--- config.mk ---
export PLATFORM = sky130hd
export DESIGN_NAME = bist_session_sched_flat
export DESIGN_NICKNAME = d
export VERILOG_FILES = /design/src/rtl/bist_session_sched_if.sv /design/src/rtl/bist_session_sched.sv /design/src/flat_wrapper.sv
export SDC_FILE = /design/constraint.sdc
export NUM_CORES = 1
export LEC_CHECK = 0
export ABC_AREA = 1
export CAP_MARGIN = 20
export CORE_ASPECT_RATIO = 1.4
export CORE_MARGIN = 4
export CORE_UTILIZATION = 30
export CTS_CLUSTER_SIZE = 10
export DETAILED_ROUTE_END_ITERATION = 10
export SKIP_LAST_GASP = 1
export SYNTH_ARGS = -nofsm -noshare
export SYNTH_HDL_FRONTEND = slang
export SYNTH_SLANG_ARGS = --single-unit
--- constraint.sdc ---
create_clock -name clk -period 2.3 [get_ports clk]
set_clock_uncertainty 0.2 [all_clocks]
set_input_delay 0.46 -clock clk [delete_from_list [all_inputs] [get_ports clk]]
set_output_delay 0.46 -clock clk [all_outputs]
set_load 0.02 [all_outputs]
--- src/rtl/bist_session_sched_if.sv ---
// Handshake bundle between the BIST session scheduler, the requesting cores and the shared
// BIST controller. The master side is the scheduler; the slave side is cores plus controller.
interface bist_session_sched_if #(
   parameter int NREQ = 4
);
   logic [NREQ-1:0] req;
   logic            finish;
   logic            sig_ok;
   logic            bist_start;
   logic [NREQ-1:0] grant;
   logic [NREQ-1:0] done;
   logic [NREQ-1:0] pass;
   logic            busy;
   logic            timeout_err;

   modport master (
      input  req, finish, sig_ok,
      output bist_start, grant, done, pass, busy, timeout_err
   );

   modport slave (
      output req, finish, sig_ok,
      input  bist_start, grant, done, pass, busy, timeout_err
   );
endinterface

--- src/rtl/bist_session_sched.sv ---
// Round-robin BIST session scheduler for NREQ cores sharing one BIST engine, with a session
// watchdog. Define BIST_RETRY_EN to re-run a failing first attempt once before the verdict.
module bist_session_sched #(
   parameter int NREQ    = 4,
   parameter int TIMEOUT = 128,
   parameter int REL_CYC = 2
) (
   input  logic                 clk,
   input  logic                 rst,
   bist_session_sched_if.master bus
);

   localparam int PW = $clog2(NREQ);
   localparam int WW = $clog2(TIMEOUT + 1);
   localparam int RW = $clog2(REL_CYC + 1);
   localparam logic [WW-1:0] WD_LAST  = WW'(TIMEOUT - 1);
   localparam logic [WW-1:0] WD_SAT   = WW'(TIMEOUT);
   localparam logic [RW-1:0] REL_LAST = RW'(REL_CYC - 1);
   localparam logic [PW-1:0] PTR_INIT = PW'(NREQ - 1);

   typedef enum logic [2:0] {
      S_IDLE,
      S_ARB,
      S_SETUP,
      S_LAUNCH,
      S_WAIT,
      S_RESULT,
      S_RELEASE
   } state_t;

   state_t        state;
   state_t        state_nxt;
   logic [PW-1:0] ptr;
   logic [PW-1:0] pick;
   logic [WW-1:0] wd;
   logic [RW-1:0] rel_cnt;
   logic          fin_hit;
   logic          expire;
   logic          verdict;
   logic          commit;
   logic          relaunch;

   // Nearest requester after the pointer wins: scan far-to-near so the closest overwrites.
   function automatic logic [PW-1:0] rr_pick(input logic [NREQ-1:0] r, input logic [PW-1:0] p);
      logic [PW-1:0] sel;
      int            idx;
      sel = p;
      for (int i = NREQ; i >= 1; i--) begin
         idx = (int'(p) + i) % NREQ;
         if (r[PW'(idx)]) sel = PW'(idx);
      end
      return sel;
   endfunction

   assign pick    = rr_pick(bus.req, ptr);
   assign verdict = fin_hit & bus.sig_ok;

   always_comb begin
      state_nxt = state;
      fin_hit   = 1'b0;
      expire    = 1'b0;
      case (state)
         S_IDLE:    if (|bus.req) state_nxt = S_ARB;
         S_ARB:     state_nxt = (|bus.req) ? S_SETUP : S_IDLE;
         S_SETUP:   state_nxt = S_LAUNCH;
         S_LAUNCH:  state_nxt = S_WAIT;
         S_WAIT: begin
            // FINISH takes precedence over a watchdog expiring in the same cycle
            if (bus.finish) begin
               fin_hit   = 1'b1;
               state_nxt = S_RESULT;
            end else if (wd == WD_LAST) begin
               expire    = 1'b1;
               state_nxt = S_RESULT;
            end
         end
         S_RESULT:  state_nxt = S_RELEASE;
         S_RELEASE: if (rel_cnt == REL_LAST) state_nxt = relaunch ? S_LAUNCH : S_ARB;
         default:   state_nxt = S_IDLE;
      endcase
   end

`ifdef BIST_RETRY_EN
   logic second;
   logic retry_pend;

   assign commit   = (fin_hit | expire) & (second | verdict);
   assign relaunch = retry_pend;

   always_ff @(posedge clk or posedge rst) begin
      if (rst) begin
         second     <= 1'b0;
         retry_pend <= 1'b0;
      end else begin
         if (state == S_ARB)
            second <= 1'b0;
         else if (state == S_RELEASE && relaunch && rel_cnt == REL_LAST)
            second <= 1'b1;
         if (fin_hit | expire) retry_pend <= ~commit;
      end
   end
`else
   assign commit   = fin_hit | expire;
   assign relaunch = 1'b0;
`endif

   always_ff @(posedge clk or posedge rst) begin
      if (rst) begin
         state           <= S_IDLE;
         ptr             <= PTR_INIT;
         wd              <= '0;
         rel_cnt         <= '0;
         bus.bist_start  <= 1'b0;
         bus.grant       <= '0;
         bus.done        <= '0;
         bus.pass        <= '0;
         bus.busy        <= 1'b0;
         bus.timeout_err <= 1'b0;
      end else begin
         state          <= state_nxt;
         bus.busy       <= (state_nxt != S_IDLE);
         bus.bist_start <= (state_nxt == S_WAIT) || (state_nxt == S_RESULT);
         bus.done       <= commit ? bus.grant : '0;

         if (state == S_ARB) begin
            if (|bus.req) begin
               bus.grant <= NREQ'(1) << pick;
               ptr       <= pick;
            end else begin
               bus.grant <= '0;
            end
         end

         if (state == S_LAUNCH)
            wd <= '0;
         else if (state == S_WAIT && wd != WD_SAT)
            wd <= wd + 1'b1;

         if (state == S_RESULT)
            rel_cnt <= '0;
         else if (state == S_RELEASE)
            rel_cnt <= rel_cnt + 1'b1;

         if (commit) begin
            bus.pass <= (bus.pass & ~bus.grant) | (verdict ? bus.grant : '0);
            if (expire) bus.timeout_err <= 1'b1;
         end
      end
   end

endmodule

--- src/flat_wrapper.sv ---
// flat-port wrapper written by rule: the top's interface ports become plain ports
module bist_session_sched_flat 
#(
   parameter int NREQ    = 4,
   parameter int TIMEOUT = 128,
   parameter int REL_CYC = 2
)
  (clk, rst, bus_req, bus_finish, bus_sig_ok, bus_bist_start, bus_grant, bus_done, bus_pass, bus_busy, bus_timeout_err);
  bist_session_sched_if #(.NREQ(NREQ)) bus_i ();
  input  logic clk;
  input  logic rst;
  input wire logic [$bits(bus_i.req)-1:0] bus_req;
  input wire logic [$bits(bus_i.finish)-1:0] bus_finish;
  input wire logic [$bits(bus_i.sig_ok)-1:0] bus_sig_ok;
  output wire logic [$bits(bus_i.bist_start)-1:0] bus_bist_start;
  output wire logic [$bits(bus_i.grant)-1:0] bus_grant;
  output wire logic [$bits(bus_i.done)-1:0] bus_done;
  output wire logic [$bits(bus_i.pass)-1:0] bus_pass;
  output wire logic [$bits(bus_i.busy)-1:0] bus_busy;
  output wire logic [$bits(bus_i.timeout_err)-1:0] bus_timeout_err;
  assign bus_i.req = bus_req;
  assign bus_i.finish = bus_finish;
  assign bus_i.sig_ok = bus_sig_ok;
  assign bus_bist_start = bus_i.bist_start;
  assign bus_grant = bus_i.grant;
  assign bus_done = bus_i.done;
  assign bus_pass = bus_i.pass;
  assign bus_busy = bus_i.busy;
  assign bus_timeout_err = bus_i.timeout_err;
  bist_session_sched #(.NREQ(NREQ), .TIMEOUT(TIMEOUT), .REL_CYC(REL_CYC)) u_core (.clk(clk), .rst(rst), .bus(bus_i));
endmodule
==> key figures <==
Pwr
  • PwrDens: about 1100 nW/um^2
  • Leak: just over 1 nW
  • Peak VDD IR: between 0.4 and 0.5 mV

Synthesis
  • Synth Area per Inst: 7.67 sq um
  • Yosys top cell area share: between 40% and 50%
  • Most used DFF post-synth: dfrtp_1
  • EDFF count, synth: 0
  • Fraction of the mapped netlist area in compound gates: 6.46%
  • Largest area contributor in the netlist: dfrtp_1
  • Post-Synth Simple-Gate Area: between 30% and 40%
  • Synth async-reset ratio: between 90% and 100%
  • Synth cell types: 25
  • Xor-xnor portion of the synthesized cell area: about 2.2%
  • Seq/Total Area, Yosys: between 40% and 50%
  • Synth area leaders: dfrtp_1 44%, nand2_1 17%, inv_1 6.4%
  • Main combinational cell family by area after synthesis: simple AND/OR/NAND/NOR gates
  • Number of synthesized register bits: 30
  • Post-synthesis cell count: between 200 and 250
  • Syn nets: 218
  • Post-synthesis mux area share: 0%
  • YS warnings: 0
  • Adder-Cell Fraction of Synth Area: 2.36%
  • Synthesized area: roughly 1600 sq um

STA
  • Min setup slack post-route: 0.351 ns
  • Fin. max-slew vios: 0
  • Final TNS setup: 0 ns
  • Min Tclk post-route: roughly 1.9 ns
  • Final hold vios: 0
  • Relative slew slack: a little over two thirds
  • Period Utilization, post-route: ~85%
  • Tightest Pin Transition: 0.445 ns
  • Unrepaired setup endpoints after global routing: false
  • Final setup violation count: 0
  • FMAX: between 500 and 600 MHz

Floorplan
  • Num rows: 31
  • Die area: about 6500 sq um
  • Chip height: 94.1 um
  • I/O pins: 23
  • Core area: slightly above 5000 sq um
  • Die X: between 60 and 70 um
  • Starting Density: 30.8%

Global routing
  • Global routing usage on met2: between 10% and 20%
  • Met1 Track Usage GR: between 10 and 15%
  • GRT Total Usage: between 10% and 20%
  • GRT busiest layer: met2
  • Largest net degree at the start of global routing: 31
  • Met3 Usage GRT: under 10%
  • Global-route wire length before repair: 5.53 mm
  • Vias in the first global route: 1302
  • Congestion Overflow GR: 0
  • Initial antenna violation count: 0

Route
  • Final ANT Viol Nets: 0
  • Drc violations: 0
  • Pre-Repair DR Iteration Count: 4
  • Via Count: about 1300
  • Avg WL per Cell: ~11 um
  • Vias per std cell: between 4 and 5
  • DRT Wirelength: 3.17 mm
  • DRT iter0 DRCs: between 80 and 90

Worst setup path
  • Required time of the worst setup path: approximately 1.6 ns
  • CP endpoint kind: primary output
  • Delay-heaviest family, CP: buffers and inverters
  • RR Startpoint: u_core.ptr[0]
  • Slowest CP cell: clkdlybuf4s50_1
  • Slowest cell delay on critical path: 0.63 ns
  • R2r endpoint: u_core.bus.grant[0]
  • FF-to-FF setup slack: approximately 0.40 ns
  • Kind of critical path: flop to primary output
  • Crit-path max FO: 3
  • R2r worst-path depth: 8
  • Startpoint types: flop
  • Crit path cell chain: clkdlybuf4s50_1
  • Worst path bufs/invs: 1
  • Arrival @ worst endpoint: ~1.3 ns

CTS
  • CTS buffer count: 5
  • Deepest clock path buffer count: 2
  • CTS tree: yes
  • Post-cts sizing count: 0
  • CTS clk-pin slew, worst paths: ~0.07 ns
  • # Post-CTS Setup Buffers: 0
  • H-tree depth: 2
  • Hold_buf cts: 0
  • Root buf cell: clkbuf_8
  • Clock Latency Late Sink: ~0.28 ns
  • Sink Count: 30

Layout
  • Area delta synth->final: 23.3%
  • Antenna cell count: 0
  • Share of post-route cells with drive strength above 1: between 8 and 9%
  • Fill cell count: ~550
  • Nets: ~240

Job
  • Max Cap Viol: 0

Placement
  • DP HPWL: ~2.4 mm
  • Dpl ws: 0.206 ns
  • Port Buffers: 22
  • Routability cong.: between 0.8 and 0.9

Hold path
  • Hold Crit Depth: 1
  • Hold Crit Class: flop to flop
  • Min-delay src: u_core.bus.timeout_err
  • Hold worst-path end: u_core.bus.timeout_err

Status
  • Status: finished clean
[power by group]
group,internal (mW),leakage (nW),switching [mW]
Clock,0.240,0.0472,0.201
Sequential,0.685,0.392,0.140
Combinational,0.362,0.568,0.607
Total,1.29,1.01,0.948
[cells by family after synthesis]
| logic type | count (synthesis) |
|---|---|
| adders and majority gates | 3 |
| AOI/OAI and AO/OA | 18 |
| and+or+nand+nor | 119 |
| xor gates and xnor gates | 4 |
| buffers and inverters | 33 |
| DFF | 30 |
[area by class of cell]
| class | instances | area [sq um] | share of cell area [%] |
|---|---|---|---|
| clock inverter | 2 | 12.5 | 0.639 |
| multi-input combinational | 144 | 691 | 35.3 |
| clock buffer | 6 | 82.6 | 4.22 |
| tap | 66 | 82.6 | 4.22 |
| inverter | 29 | 109 | 5.56 |
| sequential | 30 | 753 | 38.5 |
| timing repair buffer | 23 | 228 | 11.6 |
[synth_stat cells, drive strengths merged, types with 2 or more instances]
cell type  instances
nand4              8
or2                2
nand3             16
dfrtp             28
o21ai             13
nand2             73
ha                 3
o31ai              2
buf                3
inv               29
nor3               4
dfstp              2
xor2               3
nor2              14
[how the worst max path moves through the flow]
stage,end,depth (start not counted),startpoint,slack (ns)
6_report,bus_grant[1],1,u_core.bus.grant[1],0.35
5_1_grt,u_core.bus.grant[1],8,u_core.ptr[0],0.21
4_1_cts,bus_grant[1],1,u_core.bus.grant[1],0.33
3_5_place_dp,u_core.bus.grant[0],8,bus_req[1],0.21
3_3_place_gp,u_core.bus.grant[0],8,bus_req[1],0.22
2_1_floorplan,u_core.bus.grant[0],9,u_core.ptr[0],0.65
[through the flow]
step	instance area, sq um	utilization (%)	total power, mW	hold slack (ns)	std cells
CTS	1960	38.0	2.28	0.283	300
finish	1960	38.0	2.24	0.280	300
global placement	1860	36.1	1.81	0.259	292
global route	1960	38.0	2.46	0.300	300
detailed placement	1860	36.1	1.82	0.264	292
floorplan	1590	-	1.57	0.266	207
[routing by layer]
metal	vias to the layer above	part of all wire (%)
met5	-	0
met4	0	2.3
met3	6	3.6
met2	29	52
met1	605	42
li1	704	-
[placed cells by master, fill, tap and decap left out, types with 4 or more instances in the layout]
master,instances
clkbuf_8,6
clkdlybuf4s50_1,22
dfrtp_1,28
inv_1,27
nand2_1,73
nand3_1,16
nand4_1,8
nor2_1,12
nor3_1,4
o21ai_0,13
Note: power is estimated with default switching activity, not from simulation.
